## config.mk

```make
export PLATFORM = sky130hd
export DESIGN_NAME = iob_delay_line_ctrl
export DESIGN_NICKNAME = d
export VERILOG_FILES = /design/src/rtl/iob_delay_line_ctrl_pkg.sv /design/src/rtl/iob_delay_line_ptr.sv /design/src/rtl/iob_delay_line_ctrl.sv
export SDC_FILE = /design/constraint.sdc
export NUM_CORES = 1
export LEC_CHECK = 0
export BUFFER_PORTS_ARGS = -buffer_cell sky130_fd_sc_hd__buf_2
export CORE_MARGIN = 1.5
export CORE_UTILIZATION = 54
export CTS_BUF_LIST = sky130_fd_sc_hd__clkbuf_8
export DETAILED_ROUTE_END_ITERATION = 16
export PLACE_DENSITY = 0.87
export SLEW_MARGIN = 20
export SYNTH_ARGS = -nofsm -noshare
export SYNTH_HDL_FRONTEND = slang
export SYNTH_SLANG_ARGS = --single-unit
```

## constraint.sdc

```tcl
create_clock -name clk_i -period 5.4 [get_ports clk_i]
set_clock_uncertainty 0.1 [all_clocks]
set_input_delay 1.35 -clock clk_i [delete_from_list [all_inputs] [get_ports clk_i]]
set_output_delay 1.35 -clock clk_i [all_outputs]
set_load 0.01 [all_outputs]
```

## src/rtl/iob_delay_line_ctrl_pkg.sv

```systemverilog
// Shared types and defaults for the RAM-backed programmable delay line controller.
// The FSM encoding is fixed (IDLE=0, RUN=1, DRAIN=2) so it can be matched in waveforms.
package iob_delay_line_ctrl_pkg;

    localparam int DEF_DATA_W = 8;
    localparam int DEF_ADDR_W = 4;

    typedef enum logic [1:0] {
        ST_IDLE  = 2'd0,
        ST_RUN   = 2'd1,
        ST_DRAIN = 2'd2
    } state_t;

    // Largest delay a RAM with addr_w address bits can hold (one slot stays free for the write).
    function automatic int dmax(input int addr_w);
        return (1 << addr_w) - 1;
    endfunction

endpackage

```

## src/rtl/iob_delay_line_ptr.sv

```systemverilog
// Wrapping write-pointer counter for the delay line RAM.
// A synchronous clear takes priority over increment; everything freezes when cke_i is low.
module iob_delay_line_ptr #(
    parameter int ADDR_W = 4
) (
    input  logic              clk_i,
    input  logic              arst_n_i,
    input  logic              cke_i,
    input  logic              rst_i,
    input  logic              en_i,
    output logic [ADDR_W-1:0] cnt_o
);

    logic [ADDR_W-1:0] cnt_q;
    logic [ADDR_W-1:0] cnt_d;

    always_comb begin
        cnt_d = cnt_q;
        if (cke_i) begin
            if (rst_i) begin
                cnt_d = '0;
            end else if (en_i) begin
                cnt_d = cnt_q + ADDR_W'(1);
            end
        end
    end

    always_ff @(posedge clk_i or negedge arst_n_i) begin
        if (!arst_n_i) begin
            cnt_q <= '0;
        end else begin
            cnt_q <= cnt_d;
        end
    end

    assign cnt_o = cnt_q;

endmodule

```

## src/rtl/iob_delay_line_ctrl.sv

```systemverilog
// Run-time programmable delay line: sequences an external true-2-port RAM so that
// output sample k equals input sample k-D, with zeros substituted for the first D outputs.
module iob_delay_line_ctrl
    import iob_delay_line_ctrl_pkg::*;
#(
    parameter int DATA_W = DEF_DATA_W,
    parameter int ADDR_W = DEF_ADDR_W
) (
    input  logic              clk_i,
    input  logic              arst_n_i,
    input  logic              cke_i,

    input  logic [ADDR_W:0]   cfg_delay_i,
    input  logic              cfg_start_i,
    input  logic              cfg_stop_i,
    output logic              cfg_err_o,
    output logic              busy_o,
    output logic              primed_o,

    input  logic              in_valid_i,
    output logic              in_ready_o,
    input  logic [DATA_W-1:0] in_data_i,

    output logic              out_valid_o,
    input  logic              out_ready_i,
    output logic [DATA_W-1:0] out_data_o,

    output logic              ext_mem_clk_o,
    output logic              ext_mem_w_en_o,
    output logic [ADDR_W-1:0] ext_mem_w_addr_o,
    output logic [DATA_W-1:0] ext_mem_w_data_o,
    output logic              ext_mem_r_en_o,
    output logic [ADDR_W-1:0] ext_mem_r_addr_o,
    input  logic [DATA_W-1:0] ext_mem_r_data_i
);

    localparam int              DMAX     = dmax(ADDR_W);
    localparam logic [ADDR_W:0] DMAX_CFG = (ADDR_W + 1)'(DMAX);

    state_t            state_q, state_d;
    logic [ADDR_W-1:0] delay_q, delay_d;
    logic [ADDR_W-1:0] fill_q, fill_d;
    logic              err_q, err_d;
    logic              out_valid_q, out_valid_d;
    logic              zero_q, zero_d;
    logic [DATA_W-1:0] bypass_q, bypass_d;

    logic [ADDR_W-1:0] wptr;
    logic              start_fire;
    logic              in_ready;
    logic              accept;
    logic              mem_acc;
    logic              fill_short;
    logic              bypass_mode;

    // Ready is gated by cke_i so a frozen controller never claims a sample it cannot store.
    assign start_fire  = cke_i & (state_q == ST_IDLE) & cfg_start_i;
    assign in_ready    = cke_i & (state_q == ST_RUN) & (~out_valid_q | out_ready_i);
    assign accept      = in_valid_i & in_ready;
    assign bypass_mode = (delay_q == '0);
    assign mem_acc     = accept & ~bypass_mode;
    assign fill_short  = (fill_q < delay_q);

    iob_delay_line_ptr #(
        .ADDR_W (ADDR_W)
    ) u_wptr (
        .clk_i    (clk_i),
        .arst_n_i (arst_n_i),
        .cke_i    (cke_i),
        .rst_i    (start_fire),
        .en_i     (mem_acc),
        .cnt_o    (wptr)
    );

    always_comb begin
        state_d     = state_q;
        delay_d     = delay_q;
        fill_d      = fill_q;
        err_d       = err_q;
        out_valid_d = out_valid_q;
        zero_d      = zero_q;
        bypass_d    = bypass_q;

        if (cke_i) begin
            unique case (state_q)
                ST_IDLE: begin
                    if (cfg_start_i) begin
                        state_d = ST_RUN;
                        fill_d  = '0;
                        if (cfg_delay_i > DMAX_CFG) begin
                            delay_d = ADDR_W'(DMAX);
                            err_d   = 1'b1;
                        end else begin
                            delay_d = cfg_delay_i[ADDR_W-1:0];
                            err_d   = 1'b0;
                        end
                    end
                end
                ST_RUN: begin
                    if (cfg_stop_i) begin
                        state_d = ST_DRAIN;
                    end
                end
                ST_DRAIN: begin
                    if (!out_valid_q) begin
                        state_d = ST_IDLE;
                    end
                end
                default: state_d = ST_IDLE;
            endcase

            // Until D samples have been written the read slot holds stale data, so mask it.
            if (accept) begin
                out_valid_d = 1'b1;
                zero_d      = fill_short;
                if (fill_short) begin
                    fill_d = fill_q + ADDR_W'(1);
                end
                if (bypass_mode) begin
                    bypass_d = in_data_i;
                end
            end else if (out_ready_i) begin
                out_valid_d = 1'b0;
            end
        end
    end

    always_ff @(posedge clk_i or negedge arst_n_i) begin
        if (!arst_n_i) begin
            state_q     <= ST_IDLE;
            delay_q     <= '0;
            fill_q      <= '0;
            err_q       <= 1'b0;
            out_valid_q <= 1'b0;
            zero_q      <= 1'b0;
            bypass_q    <= '0;
        end else begin
            state_q     <= state_d;
            delay_q     <= delay_d;
            fill_q      <= fill_d;
            err_q       <= err_d;
            out_valid_q <= out_valid_d;
            zero_q      <= zero_d;
            bypass_q    <= bypass_d;
        end
    end

    // Read slot trails the write slot by D; with 1 <= D <= DMAX the two never collide.
    assign ext_mem_clk_o    = clk_i;
    assign ext_mem_w_en_o   = mem_acc;
    assign ext_mem_w_addr_o = wptr;
    assign ext_mem_w_data_o = in_data_i;
    assign ext_mem_r_en_o   = mem_acc;
    assign ext_mem_r_addr_o = wptr - delay_q;

    assign out_data_o  = zero_q      ? '0       :
                         bypass_mode ? bypass_q : ext_mem_r_data_i;
    assign out_valid_o = out_valid_q;
    assign in_ready_o  = in_ready;
    assign cfg_err_o   = err_q;
    assign busy_o      = (state_q != ST_IDLE);
    assign primed_o    = (fill_q == delay_q);

endmodule

```

==> results of run 1 <==
power by group:
group	leakage [nW]	switching [mW]	internal (mW)
logic	0.650	0.227	0.216
registers	0.326	0.0697	0.252
clock network	0.0524	0.0770	0.103
total	1.03	0.374	0.571
cell usage after synthesis:
cell type	count	share of area, %
nand4_1	1	0.40
clkbuf_1	2	0.48
mux2_4	8	7.6
mux2_2	1	0.72
or3_1	1	0.40
nand4b_4	1	1.5
nor2b_1	1	0.40
and3b_4	1	0.80
o22ai_1	1	0.40
o31ai_1	1	0.48
buf_1	1	0.24
a21o_1	1	0.48
and2_1	1	0.40
nand3_2	1	0.64
nand2b_1	1	0.40
inv_1	16	3.8
buf_4	11	5.3
ha_1	9	7.2
a211oi_1	1	0.48
nand3_1	2	0.64
o211ai_1	4	1.9
a22o_1	1	0.56
xnor2_1	4	2.2
a21oi_1	3	0.96
o221ai_1	1	0.56
mux2i_1	10	6.4
and2_4	1	0.56
a31o_1	1	0.56
nand2_1	10	2.4
nor4_1	1	0.40
dfrtp_1	25	40
nor2_1	12	2.9
or2_2	2	0.80
nand3_4	1	1.1
fa_1	1	1.3
or2_1	2	0.80
o21ai_0	10	3.2
o21ai_1	3	0.96
worst max-delay path, stage by stage:
cell      delay, ns
clkbuf_8       0.11
clkbuf_8       0.12
buf_2          0.13
worst min path at each step:
stage / cells after the start / slack, ns / start / endpoint
6_report: 2 / 0.39 / cfg_err_o / cfg_err_o
2_1_floorplan: 1 / 0.35 / state_q[1] / state_q[0]
4_1_cts: 1 / 0.40 / state_q[1] / state_q[0]
3_5_place_dp: 2 / 0.38 / cfg_err_o / cfg_err_o
3_3_place_gp: 2 / 0.36 / cfg_err_o / cfg_err_o
5_1_grt: 2 / 0.41 / cfg_err_o / cfg_err_o
area by class of cell:
type,count,share of cell area (%)
clock buffer,7,4.58
tap,31,2.03
sequential,25,32.7
inverter,16,3.14
timing repair buffer,59,15.6
multi-input combinational,99,41.8
clock inverter,1,0.196
kinds of logic after synthesis:
group / after synthesis / share of synthesized area [%]
AO/OA/AOI/OAI: 27 / 10.5
adder cells (fa/ha/maj): 10 / 8.44
XOR/XNOR: 4 / 2.23
multiplexers: 19 / 14.7
AND/OR/NAND/NOR: 39 / 14.5
buffers and inverters: 30 / 9.79
flip-flops: 25 / 39.8
state kept, by name, indices dropped and copies added, names as in the netlist:
name / count
bypass_q: 8
delay_q: 4
fill_q: 4
u_wptr.cnt_o: 4
state_q: 2
cfg_err_o: 1
out_valid_o: 1
zero_q: 1
stage by stage:
stage,hold WS (ns),power [mW]
final,0.389,0.945
after detailed placement,0.377,0.779
after floorplan,0.353,0.630
after global routing,0.414,1.03
after CTS,0.396,0.953
after global placement,0.356,0.763
per-layer routing:
layer  track usage [%]  share of wire [%]
met3              5.44                6.7
met5                 0                  0
met1              29.9                 45
met4              13.3                2.1
met2              35.3                 47
==> results.txt, run 1 <==
height of the die -> 56.9 um
Max Cap Violations -> 0
Core Region -> 2760 um^2
first-pass GRT wire length -> 5640 um
Detailed Routing Iterations Pass 1 -> 4
Worst Slack Setup Final -> 0.896 ns
initial antenna violation count -> 0
Hold Fails Final Rpt -> 0
worst min path class -> register to register
Port Buf Inserts -> 59
Unique masters post-synth -> 38
Ys Warns -> 0
pwr/cell area -> 494 nW/um^2
Leak Pwr -> 1.03 nW
routability cong. -> 0.787
clock-pin slew on the worst setup and hold paths -> 0.09 ns
clk_lat worst skew -> 0.38 ns
Sum Neg Setup Slack -> 0 ns
final antenna diode count -> 0
Worst Tran Pin Value -> 0.618 ns
r2r worst-path depth -> 6
status -> completed
post-cts sizing count -> 0
Die Area -> 3240 um^2
most common cell after layout, fill and taps aside -> buf_2
crit path kind -> clock port to output pin
reg-to-reg slack, setup -> 3.49 ns
CP endpoint kind -> output pin
vias in the first global route -> 1,282
Setup-failing EPs final -> 0
# placed instances -> 231
Residual DRC -> 0
RSZ-0062 raised after global routing -> no
FF+latch count, synth -> 25
Critical Path Start -> clk_i
GRT Overall Usage -> 23.0%
Critical Path RT -> 3.95 ns
die width -> 56.9 um
Post-Layout Cell Count -> 238
sequential fraction of the synthesis area -> 39.8%
site row count -> 19
area of the multi-input gates -> 798 um^2
most frequent cells in the layout -> buf_2, dfrtp_1, inv_1
Area growth syn-to-layout -> 21.7%
nets -> 246
Ports -> 60
Critical Path End -> ext_mem_clk_o
Final Core Density -> 69.3%
register area -> 626 um^2
Filler cells -> 223
layout cells sized above 1 -> 40.1%
final WL -> 3300 um
Post-Layout Inst Area -> 1910 um^2
drt initial violations -> 17
DPL Wire Length -> 2440 um
Synthesized Nets -> 192
Max FO, Critical Path -> 2
global route overflow -> 0
routed via count -> 1,302
synthesized cell area -> 1570 um^2
Rel. slew slack -> 58.6%
Final Max Tran Viols -> 0
Via density -> 5.47
DP Worst Slack -> 1.14 ns
CTS tree -> done
crit start category -> clock port
initial core utilization -> 57.0%
FF-to-FF End -> fill_q[3]
post-synthesis instance total -> 154
cts hold-fix bufs -> 0
Area after DPL -> 1830 um^2
CP arrival -> 3.05 ns
Setup Buffers After CTS -> 0
post-detailed-route count of antenna-violating nets -> 0
WL per Instance -> 13.9 um
largest net degree at the start of global routing -> 26
RR Startpoint -> delay_q[2]
Peak VDD IR -> 0.000491 V
syn_area_per_cell -> 10.2 um^2
Power figures use the tool's default switching activity.
==> run 2, diff against run 1 <==
--- a/config.mk
+++ b/config.mk
@@ -5,12 +5,13 @@
 export SDC_FILE = /design/constraint.sdc
 export NUM_CORES = 1
 export LEC_CHECK = 0
+export ABC_AREA = 1
 export BUFFER_PORTS_ARGS = -buffer_cell sky130_fd_sc_hd__buf_2
 export CORE_MARGIN = 1.5
-export CORE_UTILIZATION = 54
+export CORE_UTILIZATION = 46
 export CTS_BUF_LIST = sky130_fd_sc_hd__clkbuf_8
 export DETAILED_ROUTE_END_ITERATION = 16
-export PLACE_DENSITY = 0.87
+export PLACE_DENSITY = 0.78
 export SLEW_MARGIN = 20
 export SYNTH_ARGS = -nofsm -noshare
 export SYNTH_HDL_FRONTEND = slang
==> constraint.sdc (replaced) <==
create_clock -name clk_i -period 3.9 [get_ports clk_i]
set_clock_uncertainty 0.1 [all_clocks]
set_input_delay 0.975 -clock clk_i [delete_from_list [all_inputs] [get_ports clk_i]]
set_output_delay 0.975 -clock clk_i [all_outputs]
set_load 0.01 [all_outputs]
==> results.txt, run 2 <==
die width -> 62.1 um
Sequential Power Share -> 31.7%
GRT Overall Usage -> 20.9%
Sum Neg Setup Slack -> 0 ns
drt initial violations -> 33
syn_area_per_cell -> 7.48 um^2
Area growth syn-to-layout -> 21.0%
most common cell in the netlist -> nand2_1
Leak Pwr -> 1.16 nW
switch share -> 43.8%
most common cell after layout, fill and taps aside -> buf_2
Synth top cells by count -> nand2_1, nor2_1, dfrtp_1, inv_1, nand3_1
post-cts sizing count -> 0
Ys Warns -> 0
height of the die -> 62.1 um
clk_lat worst skew -> 0.38 ns
CP max stage cell -> buf_2
CP bufs+invs -> 3
layout cells sized above 1 -> 26.9%
Critical Path RT -> 2.82 ns
Final Max Tran Viols -> 0
power share of the clock group -> 18.2%
EDFF count, synth -> 0
routability cong. -> 0.859
Setup Buffers After CTS -> 0
Port Buf Inserts -> 59
routed via count -> 1,524
crit path kind -> clock port to output pin
CP endpoint kind -> output pin
worst min path class -> register to register
Combinational Power Share -> 50.1%
Filler cells -> 339
Residual DRC -> 0
Core Region -> 3340 um^2
nets -> 307
worst hold stages -> 2
FF-to-FF End -> fill_q[3]
r2r worst-path depth -> 10
Via density -> 4.85
Ports -> 60
Setup-failing EPs final -> 0
CTS tree -> done
final WL -> 3490 um
most flop-heavy register -> bypass_q
Die Area -> 3860 um^2
Rel. slew slack -> 64.0%
DPL Wire Length -> 2630 um
most used cell, CP -> clkbuf_8
status -> completed
vias in the first global route -> 1,436
post-detailed-route count of antenna-violating nets -> 0
Unique masters post-synth -> 18
Detailed Routing Iterations Pass 1 -> 4
Net Switching -> 599 uW
Worst Tran Pin Value -> 0.539 ns
worst path cell trace -> clkbuf_8, clkbuf_8, buf_2
post-synth top area share -> 38.9%
Peak VDD IR -> 0.000309 V
area leader, netlist -> dfrtp_1
Worst path max stage delay -> 0.13 ns
Hold Fails Final Rpt -> 0
Main synth FF type -> dfrtp_1
FF+latch count, synth -> 25
largest net degree at the start of global routing -> 26
CP arrival -> 2.31 ns
sequential fraction of the synthesis area -> 38.9%
first-pass GRT wire length -> 6200 um
initial core utilization -> 48.2%
post-synthesis instance total -> 215
worst hold start -> bypass_q[1]
cts hold-fix bufs -> 0
RR Startpoint -> delay_q[3]
final antenna diode count -> 0
Async SR Flop Fraction -> 100%
clock-pin slew on the worst setup and hold paths -> 0.08 ns
Fin Hold WS -> 0.372 ns
synthesized cell area -> 1610 um^2
most frequent cells in the layout -> buf_2, nand2_1, nor2_1
Pint -> 768 uW
crit start category -> clock port
Max Cap Violations -> 0
global route overflow -> 0
site row count -> 21
WL per Instance -> 11.1 um
reg-to-reg slack, setup -> 2.16 ns
RSZ-0062 raised after global routing -> no
CP delay by family, top -> buffers and inverters
initial antenna violation count -> 0
Hold Crit Endpoint -> bypass_q[1]
number of flip-flops in the largest register -> 8
Synthesized Nets -> 253
Max FO, Critical Path -> 2
pwr/cell area -> 702 nW/um^2
synth top area cells -> dfrtp_1, nand2_1, nand3_1, ha_1, nor2_1
==> run 2: cell types whose count changed after synthesis, moves of 3 or more <==
cell	previous run	this run
xor2_1	0	3
inv_1	16	24
mux2i_1	10	0
nand3_1	2	24
o21ai_0	10	20
nand2_1	10	52
nor2_1	12	29
mux2_4	8	0
o211ai_1	4	0
==> run 2: worst max path at each step <==
stage	endpoint	start	slack (ns)	cells past startpoint
after global routing	ext_mem_clk_o	clk_i	0.51	3
after CTS	ext_mem_clk_o	clk_i	0.51	3
after floorplan	ext_mem_clk_o	clk_i	0.76	1
after global placement	ext_mem_clk_o	clk_i	0.76	1
final	ext_mem_clk_o	clk_i	0.52	3
after detailed placement	ext_mem_clk_o	clk_i	0.76	1
==> run 2: cell type report <==
cell class / instances / area [um^2] / area share, %
Clock inverter: 1 / 3.75 / 0.193
Tap cell: 46 / 57.6 / 2.96
Inverter: 26 / 97.6 / 5.01
Multi-Input combinational cell: 151 / 785 / 40.3
Sequential cell: 25 / 626 / 32.1
Timing Repair Buffer: 58 / 290 / 14.9
Clock buffer: 7 / 87.6 / 4.50
==> run 2: power by group through the flow <==
stage / Clock (mW) / Sequential, mW / Combinational [mW]
3_3_place_gp: 0.0155 / 0.433 / 0.670
4_1_cts: 0.254 / 0.433 / 0.692
3_5_place_dp: 0.0155 / 0.437 / 0.689
5_1_grt: 0.269 / 0.448 / 0.795
2_1_floorplan: 0.0211 / 0.429 / 0.467
6_report: 0.249 / 0.433 / 0.685
==> run 2: logic make-up (layout without fill, tap and decap cells) <==
group / Yosys count / after routing / synth area share, %
adders and majority gates: 10 / 10 / 8.24
and+or+nand+nor: 111 / 111 / 30.0
DFF: 25 / 25 / 38.9
xor gates and xnor gates: 5 / 5 / 2.72
AOI/OAI and AO/OA: 25 / 25 / 7.78
buffers and inverters: 39 / 92 / 12.4
==> run 2: per-stage QoR <==
step | worst slack [ns] | area [um^2] | utilization (%) | cells | power [mW]
after floorplan | 0.756 | 1610 | - | 215 | 0.918
after global placement | 0.760 | 1860 | 55.8 | 307 | 1.12
after detailed placement | 0.760 | 1860 | 55.8 | 307 | 1.14
after CTS | 0.512 | 1950 | 58.3 | 314 | 1.38
after global routing | 0.510 | 1950 | 58.3 | 314 | 1.51
final | 0.517 | 1950 | 58.3 | 314 | 1.37
==> run 2: per-layer routing <==
layer,share of wire (%),global-route usage [%],routed length [um],vias to the layer above
li1,-,-,-,783
met1,46,26.5,1600,690
met2,47,31.3,1630,39
met3,3.2,3.62,111,12
met4,4.1,16.9,142,0
met5,0,0,0,-
==> run 2: worst reg2reg max path: stages, from the launching register on <==
cell	delay (ns)
dfrtp_1	0.37
inv_1	0.09
ha_1	0.36
nand2_1	0.10
inv_1	0.04
nand2_1	0.05
nand2_1	0.07
nor2_1	0.24
nand3_1	0.11
nand2_1	0.08
inv_1	0.03
==> run 3, diff against run 2 <==
--- a/config.mk
+++ b/config.mk
@@ -5,13 +5,13 @@
 export SDC_FILE = /design/constraint.sdc
 export NUM_CORES = 1
 export LEC_CHECK = 0
-export ABC_AREA = 1
+export ABC_AREA = 0
 export BUFFER_PORTS_ARGS = -buffer_cell sky130_fd_sc_hd__buf_2
 export CORE_MARGIN = 1.5
 export CORE_UTILIZATION = 46
 export CTS_BUF_LIST = sky130_fd_sc_hd__clkbuf_8
 export DETAILED_ROUTE_END_ITERATION = 16
-export PLACE_DENSITY = 0.78
+export PLACE_DENSITY = 0.79
 export SLEW_MARGIN = 20
 export SYNTH_ARGS = -nofsm -noshare
 export SYNTH_HDL_FRONTEND = slang
==> results.txt, run 3 (same netlist as run 1, synthesis figures left out) <==
status -> completed
WL per Instance -> 12.0 um
Worst Tran Pin Value -> 0.593 ns
most frequent cells in the layout -> buf_2, dfrtp_1, inv_1
global route overflow -> 0
Detailed Routing Iterations Pass 1 -> 4
Final Max Tran Viols -> 0
post-cts sizing count -> 0
most used cell, CP -> clkbuf_8
r2r worst-path depth -> 6
final WL -> 3030 um
worst path cell trace -> clkbuf_8, clkbuf_8, buf_2
Max Cap Violations -> 0
Setup Buffers After CTS -> 0
DPL Wire Length -> 2410 um
CTS tree -> done
FF-to-FF End -> fill_q[3]
Fin Hold WS -> 0.378 ns
pwr/cell area -> 663 nW/um^2
Critical Path End -> ext_mem_clk_o
clk_lat worst skew -> 0.36 ns
site row count -> 21
routability cong. -> 0.787
CP arrival -> 2.30 ns
Core Region -> 3310 um^2
GRT Overall Usage -> 17.9%
Area growth syn-to-layout -> 22.9%
vias in the first global route -> 1,094
largest net degree at the start of global routing -> 26
crit start category -> clock port
Rel. slew slack -> 60.4%
Ports -> 60
Hold Fails Final Rpt -> 0
clock-pin slew on the worst setup and hold paths -> 0.08 ns
CP max stage cell -> buf_2
routed via count -> 1,256
Critical Path Start -> clk_i
Filler cells -> 315
most common cell after layout, fill and taps aside -> buf_2
most flop-heavy register -> bypass_q
Residual DRC -> 0
Setup-failing EPs final -> 0
Sum Neg Setup Slack -> 0 ns
CP endpoint kind -> output pin
initial antenna violation count -> 0
nets -> 246
cts hold-fix bufs -> 0
worst min path class -> register to register
number of flip-flops in the largest register -> 8
Port Buf Inserts -> 59
height of the die -> 61.5 um
Worst path max stage delay -> 0.13 ns
initial core utilization -> 47.5%
Die Area -> 3780 um^2
first-pass GRT wire length -> 4750 um
drt initial violations -> 27
Max FO, Critical Path -> 2
post-detailed-route count of antenna-violating nets -> 0
layout cells sized above 1 -> 40.1%
reg-to-reg slack, setup -> 2.01 ns
RSZ-0062 raised after global routing -> no
crit path kind -> clock port to output pin
Leak Pwr -> 1.03 nW
Via density -> 4.96
Critical Path RT -> 2.82 ns
final antenna diode count -> 0
die width -> 61.5 um
RR Startpoint -> delay_q[1]
Peak VDD IR -> 0.000329 V
==> run 3: cell count changes in the layout (fill, tap and decap cells not counted), moves of 3 or more <==
cell,delta
o211ai_1,+4
o21ai_0,-10
nand3_1,-22
xor2_1,-3
nor2_1,-17
mux2_4,+8
inv_1,-8
nand2_1,-42
mux2i_1,+10
==> run 3: layout make-up <==
cell class / instances / area (um^2) / share of cell area (%)
Multi-Input combinational cell: 99 / 798 / 41.3
Sequential cell: 25 / 626 / 32.4
Tap cell: 46 / 57.6 / 2.98
Timing Repair Buffer: 59 / 298 / 15.4
Clock buffer: 7 / 87.6 / 4.54
Inverter: 16 / 60.1 / 3.11
Clock inverter: 1 / 3.75 / 0.194
==> run 3: layer usage <==
metal  routed length (um)  share of wire [%]  vias to the layer above  track usage, %
met5                    0                  0                        -               0
met4                   34                1.1                        0            11.6
met3                  195                6.4                        4            5.04
met2                 1430                 47                       53            28.4
met1                 1380                 45                      581            21.4
li1                     -                  -                      618               -
==> run 3: power breakdown <==
| part | switching (mW) | internal (mW) | total (mW) |
|---|---|---|---|
| clock | 0.0931 | 0.142 | 0.235 |
| combinational | 0.306 | 0.296 | 0.602 |
| sequential | 0.0932 | 0.349 | 0.442 |
| total | 0.492 | 0.788 | 1.28 |
==> run 3: through the flow <==
step / cells / cell area [um^2] / worst slack [ns] / power (mW) / utilization (%)
6_report: 253 / 1930 / 0.526 / 1.28 / 58.3
3_3_place_gp: 246 / 1840 / 0.760 / 1.05 / 55.7
4_1_cts: 253 / 1930 / 0.519 / 1.30 / 58.3
2_1_floorplan: 154 / 1570 / 0.756 / 0.872 / -
5_1_grt: 253 / 1930 / 0.518 / 1.40 / 58.3
3_5_place_dp: 246 / 1840 / 0.760 / 1.07 / 55.7
==> run 3: worst min-delay path by stage <==
| stage | end | from | slack (ns) | cells after the start |
|---|---|---|---|---|
| 4_1_cts | cfg_err_o | cfg_err_o | 0.38 | 2 |
| 5_1_grt | cfg_err_o | cfg_err_o | 0.42 | 2 |
| 3_3_place_gp | cfg_err_o | cfg_err_o | 0.36 | 2 |
| 3_5_place_dp | cfg_err_o | cfg_err_o | 0.36 | 2 |
| 2_1_floorplan | state_q[0] | state_q[1] | 0.35 | 1 |
| 6_report | cfg_err_o | cfg_err_o | 0.38 | 2 |
==> run 3: critical path, delay by kind of cell <==
family / cells / cell delay, ns
buf+inv: 3 / 0.35
